<file path="config.mk">
export PLATFORM = sky130hd
export DESIGN_NAME = beta_exe_lsu_flat
export DESIGN_NICKNAME = d
export VERILOG_FILES = /design/src/rtl/beta_pkg.sv /design/src/rtl/beta_exe_lsu_if.sv /design/src/rtl/beta_lsu_align.sv /design/src/rtl/beta_exe_lsu.sv /design/src/flat_wrapper.sv
export SDC_FILE = /design/constraint.sdc
export NUM_CORES = 1
export LEC_CHECK = 0
export ABC_AREA = 1
export BUFFER_PORTS_ARGS = -buffer_cell sky130_fd_sc_hd__buf_2
export CORE_ASPECT_RATIO = 2
export CORE_UTILIZATION = 40
export CTS_CLUSTER_DIAMETER = 50
export DETAILED_ROUTE_END_ITERATION = 8
export GPL_ROUTABILITY_DRIVEN = 0
export GPL_TIMING_DRIVEN = 0
export PLACE_DENSITY = 0.78
export SLEW_MARGIN = 5
export SYNTH_ARGS = -nofsm -noshare
export SYNTH_HDL_FRONTEND = slang
export SYNTH_SLANG_ARGS = --single-unit
export TNS_END_PERCENT = 50
</file>
<file path="constraint.sdc">
create_clock -name clk_i -period 2.98 [get_ports clk_i]
set_input_delay 0.447 -clock clk_i [delete_from_list [all_inputs] [get_ports clk_i]]
set_output_delay 0.447 -clock clk_i [all_outputs]
set_load 0.01 [all_outputs]
</file>
<file path="src/rtl/beta_pkg.sv">
// Shared types and constants for the beta execute-stage load/store unit.
// Holds the FSM state type, access-size/op encodings and the alignment check.
package beta_pkg;

    localparam int LSU_DATA_W = 32;

    typedef enum logic [1:0] {
        IDLE  = 2'b00,
        REQ   = 2'b01,
        WAIT  = 2'b10,
        FAULT = 2'b11
    } lsu_state_t;

    localparam logic [1:0] LSU_SIZE_BYTE = 2'b00;
    localparam logic [1:0] LSU_SIZE_HALF = 2'b01;
    localparam logic [1:0] LSU_SIZE_WORD = 2'b10;
    localparam logic [1:0] LSU_SIZE_RSVD = 2'b11;

    localparam logic LSU_OP_LOAD  = 1'b0;
    localparam logic LSU_OP_STORE = 1'b1;

    // True when an access can never reach the bus: reserved size or misaligned.
    function automatic logic lsu_addr_fault(input logic [1:0] size, input logic [1:0] offset);
        logic fault;
        case (size)
            LSU_SIZE_BYTE: fault = 1'b0;
            LSU_SIZE_HALF: fault = offset[0];
            LSU_SIZE_WORD: fault = (offset != 2'b00);
            default:       fault = 1'b1;
        endcase
        return fault;
    endfunction

endpackage

</file>
<file path="src/rtl/beta_exe_lsu_if.sv">
// Data-bus interface between the LSU (master) and memory (slave).
interface beta_exe_lsu_if;
    // Handshake: the master raises data_req_o and holds data_addr_o, data_we_o,
    // data_be_o and data_wdata_o stable until a cycle with data_gnt_i high; the
    // slave then returns exactly one data_rvalid_i pulse in a later cycle, and
    // data_rdata_i / data_err_i are only meaningful while data_rvalid_i is high.
    logic        data_req_o;
    logic        data_gnt_i;
    logic [31:0] data_addr_o;
    logic        data_we_o;
    logic [3:0]  data_be_o;
    logic [31:0] data_wdata_o;
    logic        data_rvalid_i;
    logic [31:0] data_rdata_i;
    logic        data_err_i;

    modport master (
        output data_req_o, data_addr_o, data_we_o, data_be_o, data_wdata_o,
        input  data_gnt_i, data_rvalid_i, data_rdata_i, data_err_i
    );

    modport slave (
        input  data_req_o, data_addr_o, data_we_o, data_be_o, data_wdata_o,
        output data_gnt_i, data_rvalid_i, data_rdata_i, data_err_i
    );
endinterface

</file>
<file path="src/rtl/beta_lsu_align.sv">
// Combinational lane logic: byte enables, store-data replication and
// load-data extraction with zero/sign extension.
module beta_lsu_align
    import beta_pkg::*;
(
    input  logic [1:0]  size_i,
    input  logic        unsigned_i,
    input  logic [1:0]  offset_i,
    input  logic [31:0] wdata_i,
    input  logic [31:0] bus_rdata_i,
    output logic [3:0]  be_o,
    output logic [31:0] lane_wdata_o,
    output logic [31:0] load_data_o
);

    logic [31:0] shifted;

    always_comb begin
        shifted      = bus_rdata_i >> {offset_i, 3'b000};
        be_o         = 4'b0000;
        lane_wdata_o = '0;
        load_data_o  = '0;
        case (size_i)
            LSU_SIZE_BYTE: begin
                be_o         = 4'b0001 << offset_i;
                lane_wdata_o = {4{wdata_i[7:0]}};
                load_data_o  = {{24{~unsigned_i & shifted[7]}}, shifted[7:0]};
            end
            LSU_SIZE_HALF: begin
                be_o         = 4'b0011 << {offset_i[1], 1'b0};
                lane_wdata_o = {2{wdata_i[15:0]}};
                load_data_o  = {{16{~unsigned_i & shifted[15]}}, shifted[15:0]};
            end
            LSU_SIZE_WORD: begin
                be_o         = 4'b1111;
                lane_wdata_o = wdata_i;
                load_data_o  = shifted;
            end
            default: ;
        endcase
    end

endmodule

</file>
<file path="src/rtl/beta_exe_lsu.sv">
// Execute-stage load/store unit: accepts one request at a time from the exe
// control unit, runs a single req/gnt/rvalid bus transaction and reports status.
module beta_exe_lsu
    import beta_pkg::*;
#(
    parameter int DataWidth = 32
) (
    input  logic                 clk_i,
    input  logic                 rst_i,
    input  logic                 lsu_en_i,
    input  logic                 lsu_op_i,
    input  logic [1:0]           lsu_op_size_i,
    input  logic                 lsu_unsigned_i,
    input  logic [DataWidth-1:0] lsu_addr_i,
    input  logic [DataWidth-1:0] lsu_wdata_i,
    output logic                 lsu_busy_o,
    output logic [DataWidth-1:0] lsu_rdata_o,
    output logic                 lsu_err_o,
    output lsu_state_t           state_o,
    beta_exe_lsu_if.master       bus
);

    lsu_state_t  state_q, state_d;
    logic        accept;
    logic        rsp_done;

    logic        op_q;
    logic [1:0]  size_q;
    logic        unsigned_q;
    logic [31:0] addr_q;
    logic [31:0] wdata_q;
    logic [31:0] rdata_q;
    logic        err_q;

    logic [3:0]  lane_be;
    logic [31:0] lane_wdata;
    logic [31:0] load_data;

    beta_lsu_align u_align (
        .size_i       (size_q),
        .unsigned_i   (unsigned_q),
        .offset_i     (addr_q[1:0]),
        .wdata_i      (wdata_q),
        .bus_rdata_i  (bus.data_rdata_i),
        .be_o         (lane_be),
        .lane_wdata_o (lane_wdata),
        .load_data_o  (load_data)
    );

    always_ff @(posedge clk_i or posedge rst_i) begin
        if (rst_i) state_q <= IDLE;
        else       state_q <= state_d;
    end

    // Bus outputs come only from the registered state and captured operands,
    // so they are zero outside REQ and cannot move while waiting for grant.
    always_comb begin
        state_d           = state_q;
        accept            = 1'b0;
        rsp_done          = 1'b0;
        bus.data_req_o    = 1'b0;
        bus.data_addr_o   = '0;
        bus.data_we_o     = 1'b0;
        bus.data_be_o     = 4'b0000;
        bus.data_wdata_o  = '0;
        case (state_q)
            IDLE: begin
                if (lsu_en_i) begin
                    accept  = 1'b1;
                    state_d = lsu_addr_fault(lsu_op_size_i, lsu_addr_i[1:0]) ? FAULT : REQ;
                end
            end
            REQ: begin
                bus.data_req_o   = 1'b1;
                bus.data_addr_o  = {addr_q[31:2], 2'b00};
                bus.data_we_o    = op_q;
                bus.data_be_o    = lane_be;
                bus.data_wdata_o = lane_wdata;
                if (bus.data_gnt_i) state_d = WAIT;
            end
            WAIT: begin
                if (bus.data_rvalid_i) begin
                    rsp_done = 1'b1;
                    state_d  = IDLE;
                end
            end
            FAULT:   state_d = IDLE;
            default: state_d = IDLE;
        endcase
    end

    always_ff @(posedge clk_i or posedge rst_i) begin
        if (rst_i) begin
            op_q       <= LSU_OP_LOAD;
            size_q     <= LSU_SIZE_BYTE;
            unsigned_q <= 1'b0;
            addr_q     <= '0;
            wdata_q    <= '0;
            rdata_q    <= '0;
            err_q      <= 1'b0;
        end else begin
            if (accept) begin
                op_q       <= lsu_op_i;
                size_q     <= lsu_op_size_i;
                unsigned_q <= lsu_unsigned_i;
                addr_q     <= lsu_addr_i;
                wdata_q    <= lsu_wdata_i;
                err_q      <= 1'b0;
            end
            if (state_q == FAULT) err_q <= 1'b1;
            // A load that returns a bus error keeps the previous good result.
            if (rsp_done) begin
                err_q <= bus.data_err_i;
                if (op_q == LSU_OP_LOAD && !bus.data_err_i) rdata_q <= load_data;
            end
        end
    end

    assign lsu_busy_o  = (state_q != IDLE);
    assign lsu_rdata_o = rdata_q;
    assign lsu_err_o   = err_q;
    assign state_o     = state_q;

endmodule

</file>
<file path="src/flat_wrapper.sv">
// flat-port wrapper written by rule: the top's interface ports become plain ports
module beta_exe_lsu_flat import beta_pkg::*;
#(
    parameter int DataWidth = 32
)
  (clk_i, rst_i, lsu_en_i, lsu_op_i, lsu_op_size_i, lsu_unsigned_i, lsu_addr_i, lsu_wdata_i, lsu_busy_o, lsu_rdata_o, lsu_err_o, state_o, bus_data_req_o, bus_data_addr_o, bus_data_we_o, bus_data_be_o, bus_data_wdata_o, bus_data_gnt_i, bus_data_rvalid_i, bus_data_rdata_i, bus_data_err_i);
  beta_exe_lsu_if bus_i ();
  input  logic clk_i;
  input  logic rst_i;
  input  logic lsu_en_i;
  input  logic lsu_op_i;
  input  logic [1:0] lsu_op_size_i;
  input  logic lsu_unsigned_i;
  input  logic [DataWidth-1:0] lsu_addr_i;
  input  logic [DataWidth-1:0] lsu_wdata_i;
  output logic lsu_busy_o;
  output logic [DataWidth-1:0] lsu_rdata_o;
  output logic lsu_err_o;
  output lsu_state_t state_o;
  output wire logic [$bits(bus_i.data_req_o)-1:0] bus_data_req_o;
  output wire logic [$bits(bus_i.data_addr_o)-1:0] bus_data_addr_o;
  output wire logic [$bits(bus_i.data_we_o)-1:0] bus_data_we_o;
  output wire logic [$bits(bus_i.data_be_o)-1:0] bus_data_be_o;
  output wire logic [$bits(bus_i.data_wdata_o)-1:0] bus_data_wdata_o;
  input wire logic [$bits(bus_i.data_gnt_i)-1:0] bus_data_gnt_i;
  input wire logic [$bits(bus_i.data_rvalid_i)-1:0] bus_data_rvalid_i;
  input wire logic [$bits(bus_i.data_rdata_i)-1:0] bus_data_rdata_i;
  input wire logic [$bits(bus_i.data_err_i)-1:0] bus_data_err_i;
  assign bus_data_req_o = bus_i.data_req_o;
  assign bus_data_addr_o = bus_i.data_addr_o;
  assign bus_data_we_o = bus_i.data_we_o;
  assign bus_data_be_o = bus_i.data_be_o;
  assign bus_data_wdata_o = bus_i.data_wdata_o;
  assign bus_i.data_gnt_i = bus_data_gnt_i;
  assign bus_i.data_rvalid_i = bus_data_rvalid_i;
  assign bus_i.data_rdata_i = bus_data_rdata_i;
  assign bus_i.data_err_i = bus_data_err_i;
  beta_exe_lsu #(.DataWidth(DataWidth)) u_core (.clk_i(clk_i), .rst_i(rst_i), .lsu_en_i(lsu_en_i), .lsu_op_i(lsu_op_i), .lsu_op_size_i(lsu_op_size_i), .lsu_unsigned_i(lsu_unsigned_i), .lsu_addr_i(lsu_addr_i), .lsu_wdata_i(lsu_wdata_i), .lsu_busy_o(lsu_busy_o), .lsu_rdata_o(lsu_rdata_o), .lsu_err_o(lsu_err_o), .state_o(state_o), .bus(bus_i));
endmodule
</file>
==> impl.org <==
** Clock tree
- Clock H-tree levels :: 3
- CTS placed an instance of sky130_fd_sc_hd__clkbuf_16 at the clock tree root.
- After clock tree synthesis, the flow added hold-fix buffers numbering 0.
- Clock-pin slew was measured on the worst setup and hold paths at around 70 ps.
- Buffer depth of the longest clock path :: 2
- The number of setup buffers added after CTS is 0.
- Clock tree from TritonCTS :: built
- Clock latency on the worst-skew pair, taken at its later pin, is 340 ps.
- For this design, the sink count on the clock tree is around 100.
- Clock tree synthesis inserted a total of 9 buffers.
- Count of cells resized by post-cts repair :: 0

** Yosys
- Largest family of logic cells by synthesized area :: simple AND/OR/NAND/NOR gates
- Cells after synthesis :: slightly above 700
- Of the total synthesized cell area, the portion taken by AND, OR, NAND and NOR gates is 30.4%.
- Number of register bits inferred by synthesis :: 103
- In this run the mean area of a mapped cell was 7.77 um^2.
- In this run, synthesis inferred 0 flip-flops with an integrated enable.
- Proportion of synthesized flip-flops having asynchronous set or reset :: 100%
- Yosys printed 0 warnings.
- Netlist cell types :: 27
- Summing the sequential cell areas from Yosys gives 46.8% of the chip area.
- Dominant register cell in the synthesized netlist :: sky130_fd_sc_hd__dfrtp_1
- Netlist Area Pre-Place :: 5510 um^2
- Summing the areas of all fa, ha and maj instances in the mapped netlist gives 0% of the synthesized area.
- The synthesized netlist devotes 8.06% of its cell area to compound gates.
- The synthesized netlist devotes 0% of its cell area to XOR and XNOR gates.
- Of the post-synthesis cell area, the part taken by muxes is 5.11%.

** Floorplanning
- The initial utilization of the core area, before any placement, comes to 41.0%.
- In this run the vertical extent of the chip is about 170 um.
- Die outline width :: roughly 85 um
- I/O pin total :: 212
- The die covers 14300 um^2.
- Row count :: 60
- Core area :: 13400 um^2

** Worst setup path
- Worst reg-to-reg setup slack :: 1360 ps
- Worst-case reg-to-reg path depth :: 7
- Data required time of the worst path :: 2530 ps
- Setup Crit Path Kind :: flip-flop to output port
- The worst register-to-register path ends at u_core.lsu_rdata_o[7]$_DFFE_PP0P_.
- Of all nets on the critical path, the largest fanout is 10.
- The worst register-to-register path begins at u_core.state_o[0]$_DFFE_PP0P_.
- At the worst endpoint, the arrival time is 1860 ps.
- STA classifies the critical path startpoint as a flip-flop.
- Kind of end point of the critical path :: output port

** Layout
- The finished layout holds 1092 standard cells, fillers aside.
- Fraction of final layout cells with drive strength greater than 1 :: 34.6%
- Final layout net count :: approximately 1.0k
- Measured on the finished design, the core utilization comes to 53.1%.
- Total non-filler cell area in the finished layout :: 7130 um^2
- Area overhead of the layout relative to synthesis :: 29.4%

** Global routing
- Global route total overflow :: 0
- The number of global-route vias before repair came to roughly 5.4k.
- Global routing used between 20% and 30% of the available tracks across all layers.
- Largest net degree at the start of global routing :: 40
- Antenna violations before repair :: 1
- The first global-routing pass estimated around 27 mm of wire.

** Route
- Drt drc :: 0
- Routed vias :: 5406
- In this run, the number of DRC markers left after iteration 0 of detailed routing was between 200 and 300.
- Wire per inst :: 15.6 um
- The count of nets left with antenna violations once routing finished came out at 0.
- Total routed wirelength :: ~17 mm
- Average vias per placed instance :: 4.95
- The pre-antenna-repair detailed-routing pass consisted of 4 iterations.

** Timing
- Worst Max-Slew Pin Slew :: 722 ps
- The final count of hold timing violations is 0.
- In the post-route analysis, the smallest setup slack over all paths is 669 ps.
- Setup violations remaining at the end of the flow were counted as 0.
- Worst slew margin relative to its limit :: 51.7%
- Static timing analysis puts the maximum clock frequency at 0.433 GHz.
- Post-layout min period :: between 2000 and 2500 ps
- For the final routed database, the setup TNS stands at 0 ps.
- After layout, the worst path uses 77.5% of the clock period.
- Hold is met by 219 ps.
- Setup repair after global routing missed its margin :: no
- Post-Route Skew :: 15.2 ps
- Max-slew violation total from the final report :: 0

** Placed design
- Final HPWL from detailed placement :: approximately 13 mm
- Timing analysis after detailed placement gives a worst setup slack of roughly 1000 ps.
- Cell Count Post-Placement :: 1076
- In this run the cell area measured after placement is 6800 um^2.
- Buffers on Ports :: roughly 210

** Power
- Leakage Power :: 4.30 nW
- Power per cell area :: 990 nW/um^2
- Overall power consumption :: just over 7 mW
- IR analysis of the VDD net gives a maximum drop of 0.537 mV.

** Status
- The flow ran to the end, and the final reports show no timing, DRC or antenna violations.

** Run
- Across the run, the number of max-cap violations was 0.

** Worst hold path
- The min-delay analysis places its worst path in the category input pin to async pin.
==> state kept, by name (all words and copies together) (netlist names) <==
register / cells
u_core.size_q: 2
u_core.addr_q: 32
u_core.op_q: 1
u_core.lsu_rdata_o: 32
u_core.unsigned_q: 1
u_core.wdata_q: 32
u_core.lsu_err_o: 1
u_core.state_o: 2
==> metal layers <==
metal	global-route usage [%]	part of all wire, %
met1	25.3	36
met2	46.2	55
met3	3.28	4.4
met4	12.6	4.2
met5	0	0
==> synth_stat cells (2+ instances only) <==
| master | number | area, um^2 |
|---|---|---|
| sky130_fd_sc_hd__nand3_2 | 16 | 160 |
| sky130_fd_sc_hd__o21ai_0 | 10 | 50.1 |
| sky130_fd_sc_hd__mux2_2 | 25 | 282 |
| sky130_fd_sc_hd__a21oi_1 | 63 | 315 |
| sky130_fd_sc_hd__nor2_1 | 91 | 342 |
| sky130_fd_sc_hd__nand2_4 | 3 | 33.8 |
| sky130_fd_sc_hd__nor2_4 | 2 | 22.5 |
| sky130_fd_sc_hd__nand2_2 | 10 | 62.6 |
| sky130_fd_sc_hd__o22ai_1 | 3 | 18.8 |
| sky130_fd_sc_hd__buf_2 | 15 | 75.1 |
| sky130_fd_sc_hd__inv_1 | 61 | 229 |
| sky130_fd_sc_hd__nand2_1 | 236 | 886 |
| sky130_fd_sc_hd__nand3_1 | 25 | 125 |
| sky130_fd_sc_hd__dfrtp_1 | 103 | 2580 |
| sky130_fd_sc_hd__buf_4 | 8 | 60.1 |
| sky130_fd_sc_hd__clkbuf_1 | 9 | 33.8 |
| sky130_fd_sc_hd__nor2_2 | 3 | 18.8 |
| sky130_fd_sc_hd__buf_6 | 3 | 33.8 |
| sky130_fd_sc_hd__buf_12 | 3 | 60.1 |
| sky130_fd_sc_hd__inv_2 | 7 | 26.3 |
| sky130_fd_sc_hd__a22oi_1 | 7 | 52.6 |
==> how the worst max path moves through the flow <==
stage / startpoint / end / slack, ps
final: u_core.size_q[1]$_DFFE_PP0P_ / bus_data_wdata_o[9] / 670
after global routing: u_core.state_o[1]$_DFFE_PP0P_ / bus_data_be_o[0] / 530
after CTS: u_core.size_q[1]$_DFFE_PP0P_ / bus_data_wdata_o[9] / 660
after detailed placement: u_core.size_q[1]$_DFFE_PP0P_ / bus_data_wdata_o[9] / 1040
after global placement: rst_i / u_core.wdata_q[29]$_DFFE_PP0P_ / 540
after floorplan: u_core.state_o[1]$_DFFE_PP0P_ / bus_data_be_o[0] / 1290
==> where the power goes <==
part / total [mW] / leakage (nW) / internal [mW] / switching [mW]
sequential: 2.37 / 1.23 / 2.01 / 0.361
clock: 1.32 / 0.162 / 0.783 / 0.532
combinational: 3.38 / 2.91 / 1.29 / 2.09
total: 7.06 / 4.30 / 4.07 / 2.99
==> area by class of cell <==
cell class                      instances  area (um^2)
Buffer                                 39          270
Antenna cell                            1         2.50
Multi-Input combinational cell        499         2410
Tap cell                              155          194
Timing Repair Buffer                  211         1090
Clock buffer                           11          253
Sequential cell                       103         2580
Clock inverter                          4         77.6
Inverter                               69          263
Fill cell                            1325         6310
==> layout by cell type (no fill, tap or decap), types with 5 or more instances in the layout <==
cell / Yosys / layout
sky130_fd_sc_hd__a21oi_1: 63 / 63
sky130_fd_sc_hd__a22oi_1: 7 / 7
sky130_fd_sc_hd__buf_12: 3 / 5
sky130_fd_sc_hd__buf_2: 15 / 224
sky130_fd_sc_hd__buf_4: 8 / 8
sky130_fd_sc_hd__clkbuf_1: 9 / 9
sky130_fd_sc_hd__clkbuf_16: 0 / 9
sky130_fd_sc_hd__dfrtp_1: 103 / 103
sky130_fd_sc_hd__inv_1: 61 / 60
sky130_fd_sc_hd__inv_2: 7 / 7
sky130_fd_sc_hd__mux2_2: 25 / 25
sky130_fd_sc_hd__nand2_1: 236 / 236
sky130_fd_sc_hd__nand2_2: 10 / 10
sky130_fd_sc_hd__nand3_1: 25 / 25
sky130_fd_sc_hd__nand3_2: 16 / 16
sky130_fd_sc_hd__nor2_1: 91 / 91
sky130_fd_sc_hd__o21ai_0: 10 / 10
==> worst max-delay path, stage by stage (launching register included) <==
cell                      delay, ps
sky130_fd_sc_hd__dfrtp_1        450
sky130_fd_sc_hd__nand2_1        110
sky130_fd_sc_hd__inv_1           80
sky130_fd_sc_hd__nor2_4         200
sky130_fd_sc_hd__buf_4          230
sky130_fd_sc_hd__nand2_1         70
sky130_fd_sc_hd__a21oi_1        200
sky130_fd_sc_hd__buf_2          170
==> cell families (layout without fill, tap and decap cells) <==
group,after synthesis,in the layout
AND/OR/NAND/NOR,388,388
buffers and inverters,108,334
flip-flops,103,103
AO/OA/AOI/OAI,84,84
multiplexers,25,25
other,1,3
Power figures use the tool's default switching activity.
